==> src/rtl/serial_adder_ctrl_pkg.sv <==
// Shared definitions for the bit-serial adder: state encodings and default operand width.
package serial_adder_ctrl_pkg;

    localparam int unsigned DefWidth = 8;

    typedef enum logic {
        StIdle = 1'b0,
        StRun  = 1'b1
    } state_e;

endpackage

==> src/rtl/fa_cell.sv <==
// Single-bit full adder, the one arithmetic cell time-shared by the serial adder.
module fa_cell (
    input  logic a_i,
    input  logic b_i,
    input  logic c_i,
    output logic s_o,
    output logic c_o
);

    always_comb begin
        s_o = a_i ^ b_i ^ c_i;
        c_o = (a_i & b_i) | (a_i & c_i) | (b_i & c_i);
    end

endmodule

==> src/rtl/serial_adder_ctrl.sv <==
// Bit-serial adder controller: adds two WIDTH-bit operands LSB-first through one fa_cell.
// Optional subtraction is enabled by defining SERIAL_ADD_SUB_EN.
module serial_adder_ctrl
    import serial_adder_ctrl_pkg::*;
#(
    parameter int unsigned WIDTH = DefWidth,
    parameter int unsigned CNT_W = $clog2(WIDTH) + 1
) (
    input  logic             clk,
    input  logic             rst,
    input  logic             start,
    input  logic [WIDTH-1:0] a,
    input  logic [WIDTH-1:0] b,
    input  logic             sub,
    output logic             ready,
    output logic             busy,
    output logic [WIDTH-1:0] sum,
    output logic             cout,
    output logic             ovf,
    output logic             done
);

    state_e             state_q, state_d;
    logic [WIDTH-1:0]   a_sh_q, a_sh_d;
    logic [WIDTH-1:0]   b_sh_q, b_sh_d;
    logic [WIDTH-1:0]   res_q, res_d;
    logic [WIDTH-1:0]   sum_q, sum_d;
    logic [CNT_W-1:0]   cnt_q, cnt_d;
    logic               carry_q, carry_d;
    logic               cout_q, cout_d;
    logic               ovf_q, ovf_d;
    logic               done_q, done_d;
    logic               fa_s, fa_c;
    logic               b_inv;
    logic               carry_init;

`ifdef SERIAL_ADD_SUB_EN
    // a - b computed as a + ~b + 1
    assign b_inv      = sub;
    assign carry_init = sub;
`else
    logic unused_sub;
    assign unused_sub = sub;
    assign b_inv      = 1'b0;
    assign carry_init = 1'b0;
`endif

    fa_cell u_fa_cell (
        .a_i (a_sh_q[0]),
        .b_i (b_sh_q[0]),
        .c_i (carry_q),
        .s_o (fa_s),
        .c_o (fa_c)
    );

    always_comb begin
        state_d = state_q;
        a_sh_d  = a_sh_q;
        b_sh_d  = b_sh_q;
        res_d   = res_q;
        sum_d   = sum_q;
        cnt_d   = cnt_q;
        carry_d = carry_q;
        cout_d  = cout_q;
        ovf_d   = ovf_q;
        done_d  = 1'b0;

        unique case (state_q)
            StIdle: begin
                if (start) begin
                    a_sh_d  = a;
                    b_sh_d  = b_inv ? ~b : b;
                    carry_d = carry_init;
                    cnt_d   = '0;
                    state_d = StRun;
                end
            end
            StRun: begin
                a_sh_d            = a_sh_q >> 1;
                b_sh_d            = b_sh_q >> 1;
                res_d             = res_q >> 1;
                res_d[WIDTH-1]    = fa_s;
                carry_d           = fa_c;
                cnt_d             = cnt_q + CNT_W'(1);
                if (cnt_q == CNT_W'(WIDTH - 1)) begin
                    // carry_q here is the carry into the MSB
                    sum_d   = res_d;
                    cout_d  = fa_c;
                    ovf_d   = carry_q ^ fa_c;
                    done_d  = 1'b1;
                    state_d = StIdle;
                end
            end
            default: state_d = StIdle;
        endcase
    end

    always_ff @(posedge clk) begin
        if (rst) begin
            state_q <= StIdle;
            a_sh_q  <= '0;
            b_sh_q  <= '0;
            res_q   <= '0;
            sum_q   <= '0;
            cnt_q   <= '0;
            carry_q <= 1'b0;
            cout_q  <= 1'b0;
            ovf_q   <= 1'b0;
            done_q  <= 1'b0;
        end else begin
            state_q <= state_d;
            a_sh_q  <= a_sh_d;
            b_sh_q  <= b_sh_d;
            res_q   <= res_d;
            sum_q   <= sum_d;
            cnt_q   <= cnt_d;
            carry_q <= carry_d;
            cout_q  <= cout_d;
            ovf_q   <= ovf_d;
            done_q  <= done_d;
        end
    end

    assign ready = (state_q == StIdle);
    assign busy  = (state_q == StRun);
    assign sum   = sum_q;
    assign cout  = cout_q;
    assign ovf   = ovf_q;
    assign done  = done_q;

endmodule

==> config.mk <==
export PLATFORM = sky130hd
export DESIGN_NAME = serial_adder_ctrl
export DESIGN_NICKNAME = d
export VERILOG_FILES = /design/src/rtl/serial_adder_ctrl_pkg.sv /design/src/rtl/fa_cell.sv /design/src/rtl/serial_adder_ctrl.sv
export SDC_FILE = /design/constraint.sdc
export NUM_CORES = 1
export LEC_CHECK = 0
export CORE_MARGIN = 2
export CORE_UTILIZATION = 50
export DETAILED_ROUTE_END_ITERATION = 16
export GPL_TIMING_DRIVEN = 0
export PLACE_DENSITY = 0.78
export SYNTH_ARGS = -nofsm -noshare
export SYNTH_HDL_FRONTEND = slang
export SYNTH_SLANG_ARGS = --single-unit
==> constraint.sdc <==
create_clock -name clk -period 3.2 [get_ports clk]
set_input_delay 0.8 -clock clk [delete_from_list [all_inputs] [get_ports clk]]
set_output_delay 0.8 -clock clk [all_outputs]
set_load 0.02 [all_outputs]
; ---- Yosys cells after proc, flatten, opt, wreduce, memory -nomap -nowiden
; Index checks and enable logic that the tools add are counted.
[classes]
addsub = 1
mul = 0
n_div = 0
magnitude_cmp = 0
eq_ne = 2
shifts = 0
mux = 12
bitwise_logic = 9
n_reduce_logical = 2
[op_table]
columns = op, count
row1 = $pmux 8 s2, 2
row2 = $mux 8, 2
row3 = $pmux 4 s2, 1
row4 = $add 4x1->4 const B, 1
row5 = $eq 4x3->1 const B, 1
row6 = $mux 1, 4
row7 = $mux 4, 1
row8 = $pmux 1 s2, 2
row9 = $and 1x1->1, 3
row10 = $xor 1x1->1, 3
row11 = $ne 2x2->1 const B, 1
row12 = $or 1x1->1, 2
row13 = $reduce_and 2->1, 1
row14 = $reduce_or 2->1, 1
row15 = $not 1->1, 1
[word_totals]
reg_bits = 41
latchBits = 0
ramBits = 0
mem_bits_ro = 0
inputBits = 20
output_inout_bits = 13
wordCells = 36
memories = 0

; ---- Depth between registers and ports, before layout
; Gate-level depths: netlist of run 1.
[logic_depth]
word_depth = 4
ltp_mapped = 5
mapped_depth_nobuf = 5

; ---- Modules after synthesis
; A second synthesis of run 1 with hierarchy kept.
[unflattened]
hier_cells = 165
hier_area_um2 = 1630.3
[modules_own_cells]
columns = module, n_inst, cells_per_inst, area_per_inst_um2, seq_area_each_um2
row1 = serial_adder_ctrl, 1, 164, 1610.3, 800.8
row2 = fa_cell, 1, 1, 20.0, 0.0

; ---- Worst setup path after synthesis of run 1
; No wires, ideal clock.
[synth_timing]
path_kind = register to output
from = register state_q (netlist: busy)
to = output port ready
t_arrival_ps = 913
required_ps = 2400
path_slack_ps = 1487
path_stages_with_launch = 4
n_path_buf = 2
cell_sequence = dfxtp_1 > buf_4 > inv_1 > buf_2
[synth_via]
elab_chain_cells = 1
[synth_rtl]
columns = element, line_no
row1 = "start, declared", serial_adder_ctrl.sv:23  ; state_e state_q, state_d;
row2 = "start signal, assigned", serial_adder_ctrl.sv:100  ; state_q <= StIdle;
row3 = "start signal, assigned", serial_adder_ctrl.sv:111  ; state_q <= state_d;
row4 = $not 1->1, -
row5 = "end, declared", serial_adder_ctrl.sv:15  ; output logic ready,
; Every way passes these cells.

; ---- Final worst setup path of run 1
; Same ends and word-level chain as after synthesis.

==> summary.md, run 1 <==
| Metric | Value |
|---|---|
| Vias | `roughly 1300` |
| Final worst path period need | `between 2 and 3 ns` |
| Synthesized cell area | `0.001634 mm²` |
| Top cell type's share of synthesized area | `about 50%` |
| Met2 WL | `1.687 mm` |
| CP max FO | `10` |
| Critical Path Sink Type | `output port` |
| Switching power | `around 0.21 mW` |
| Number of flops mapped to enable cells by yosys | `0` |
| CP startpoint kind | `register` |
| #FFs+latches synth | `40` |
| Tot Pwr | `0.8979 mW` |
| Uppermost layer routed | `met4` |
| Hold-fix buffers, CTS | `0` |
| Hold Vio Cnt, Final | `0` |
| Max-slew headroom | `between 60% and 70%` |
| DR DRC count | `0` |
| Worst path slowest cell | `clkdlybuf4s50_1` |
| Worst Hold Slack | `0.4656 ns` |
| Leading register cell type out of synthesis | `dfxtp_1` |
| WP data arrival | `1.93 ns` |
| Worst r2r path cells | `5` |
| Initial antenna violation count | `0` |
| Status | `completed` |
| Filler cells | `approximately 280` |
| Final setup viols | `0` |
| Worst Hold Class | `reg2reg` |
| Setup TNS Final | `0 ns` |
| Peak Freq | `366.9 MHz` |
| Synth area leaders | `dfxtp_1, mux2_2, nand2_1` |
| CP required | `2.40 ns` |
| First-pass GRT wire length | `approximately 5.4 mm` |
| Inst Count DP | `243` |
| Synth warn | `0` |
| Vias in the first global route | `1283` |
| Routability cong. | `around 0.77` |
| Drt wl/cell | `12.91 µm` |
| CTS resizes | `0` |
| Buf+Inv Stages, Crit Path | `4` |
| Actual slew at the worst max-slew pin | `0.4816 ns` |
| Leak | `approximately 0.84 nW` |
| Setup CP Type | `reg2out` |
| Detailed Route Iter0 Violations | `25` |
| Fin cells | `between 200 and 300` |
| Crit-path leading delay family | `buffers and inverters` |
| Crit-path max cell delay | `0.64 ns` |
| Switching share of power | `23.94%` |
| CP cell instances | `buf_4 > inv_1 > buf_2 > clkdlybuf4s50_1` |
| Pre-CTS setup slack | `approximately 0.85 ns` |
| DP Area | `0.001999 mm²` |
| Total of max-cap violations | `0` |
| Aggregate global routing overflow | `0` |
| Area of the multi-input gates | `743.2 µm²` |
| Clock latency on the worst-skew pair | `0.34 ns` |
| Clk slew on worst S/H paths | `0.11 ns` |
| Buffers on Ports | `31` |
| Most common cell after layout, fill and taps aside | `dfxtp_1` |
| Count of different cell masters after synthesis | `26` |
| Core footprint | `0.003078 mm²` |
| Clk_skew | `between 0.003 and 0.004 ns` |
| Combinational power share | `12.6%` |
| Power Density | `436.3 mW/mm²` |
| Final wirelength | `3.240 mm` |
| Worst setup margin | `0.4742 ns` |
| Final non-filler cell area | `0.002058 mm²` |
| All-Layer GR Usage | `20.26%` |
| Area grow syn2layout | `25.96%` |
| TritonCTS Sinks | `40` |
| CTS tree | `yes` |
| VDD IR max | `around 0.21 mV` |
| Crit. path cell count | `4` |
| Die Y-Extent | `61.17 µm` |
| Pint | `0.6830 mW` |
| RSZ-0062 raised after global routing | `no` |
| Synth async-reset ratio | `0%` |
| H-tree Lvls | `2` |
| Wl on met1 | `roughly 1.4 mm` |
| Starting Density | `53.09%` |
| Most frequent cells in the layout | `dfxtp_1, clkdlybuf4s50_1, nand2_1` |
| DIE AREA | `0.003741 mm²` |
| Largest net degree at the start of global routing | `12` |
| DP HPWL | `2.390 mm` |
| Io pins | `33` |
| Ant diodes | `0` |
| Cells on Worst Hold Path | `2` |
| Seq pwr share | `58.4%` |
| Area leader, netlist | `dfxtp_1` |
| Sequential area share after synthesis | `around half` |
| Postcts setup bufs | `0` |
| Slew Viols, Final | `0` |
| Root Driver | `clkbuf_4` |
| Clock power frac | `around 29%` |
| Final core occ | `between 60% and 70%` |
| FP Rows | `20` |
| Routed wl met3 | `151 µm` |
| Crit share post-route | `85.18%` |
| Cts bufs inserted | `5` |
| Syn Nets | `between 150 and 200` |
| Fin nets | `228` |
| Post-synthesis area per instance | `9.727 µm²` |
| Post-route ant nets | `0` |
| Cells after Synth | `about 170` |
| Vias per inst | `~5.1` |
| Reg area | `800.8 µm²` |
| Layout cells sized above 1 | `15.46%` |
| Max clock buf depth | `2` |
| DR pass1 iterations | `4` |
| Die Wd | `61.17 µm` |
## cell type report
cell class              instances  share of cell area [%]
plain buffers                  11                   3.100
inverters                       7                   1.277
repair buffers                 31                   15.08
flip-flops and latches         40                   38.91
clock buffers                   8                   2.857
multi-input cells             110                   36.11
well taps                      44                   2.675
## cells by family after synthesis
| kind of cell | synth area share [%] |
|---|---|
| flip-flops | 49.00 |
| XOR/XNOR | 1.072 |
| buffers and inverters | 5.513 |
| AO/OA/AOI/OAI | 12.94 |
| AND/OR/NAND/NOR | 14.93 |
| multiplexers | 14.55 |
| adder cells (fa/ha/maj) | 1.991 |
## worst reg2reg max path, stage by stage (launching register included)
cell and delay [ns]:
dfxtp_1 0.41, ha_1 0.25, nand4b_4 0.13, nor2b_4 0.15, buf_6 0.14, a22o_1 0.23
## sequential cells by signal (all words and copies together) (netlist names)
| register | cells |
|---|---|
| a_sh_q | 8 |
| b_sh_q | 8 |
| sum | 8 |
| res_q | 7 |
| cnt_q | 4 |
| busy | 1 |
| carry_q | 1 |
| cout | 1 |
| done | 1 |
| ovf | 1 |
## power groups by stage
stage               Clock [mW]  Sequential [mW]  Combinational, mW
detailed placement           0            0.536              0.114
floorplan                    0            0.534             0.0705
CTS                      0.269            0.524              0.114
global route             0.293            0.527              0.124
global placement             0            0.534              0.109
finish                   0.261            0.524              0.113
## synth_stat cells (2+ instances only)
library cell	count
a22o_1	9
nor3_1	3
clkbuf_1	2
buf_2	6
mux2_2	14
nor3b_1	4
nand2_1	29
inv_1	7
mux2i_1	8
a211oi_1	2
buf_4	2
nor2_1	11
a21oi_1	19
dfxtp_1	40
## layer usage
metal  vias up  global-route usage [%]
li1        643                       -
met1       590                   21.34
met2        31                   37.54
met3         7                   5.042
met4         0                   9.317
met5         -                       0
## worst paths after layout
path         slack [ns]       from   endpoint
max reg2reg        1.80   cnt_q[0]     sum[6]
max                0.47       busy      ready
min                0.47  a_sh_q[3]  a_sh_q[2]
min reg2reg        0.47  a_sh_q[3]  a_sh_q[2]
Power figures use the tool's default switching activity.
==> run 2: changes to the inputs <==
--- a/config.mk
+++ b/config.mk
@@ -5,6 +5,7 @@
 export SDC_FILE = /design/constraint.sdc
 export NUM_CORES = 1
 export LEC_CHECK = 0
+export CAP_MARGIN = 15
 export CORE_MARGIN = 2
 export CORE_UTILIZATION = 50
 export DETAILED_ROUTE_END_ITERATION = 16
==> results of run 2 <==
No change in the layout: final DEF, timing and power equal those of run 1.
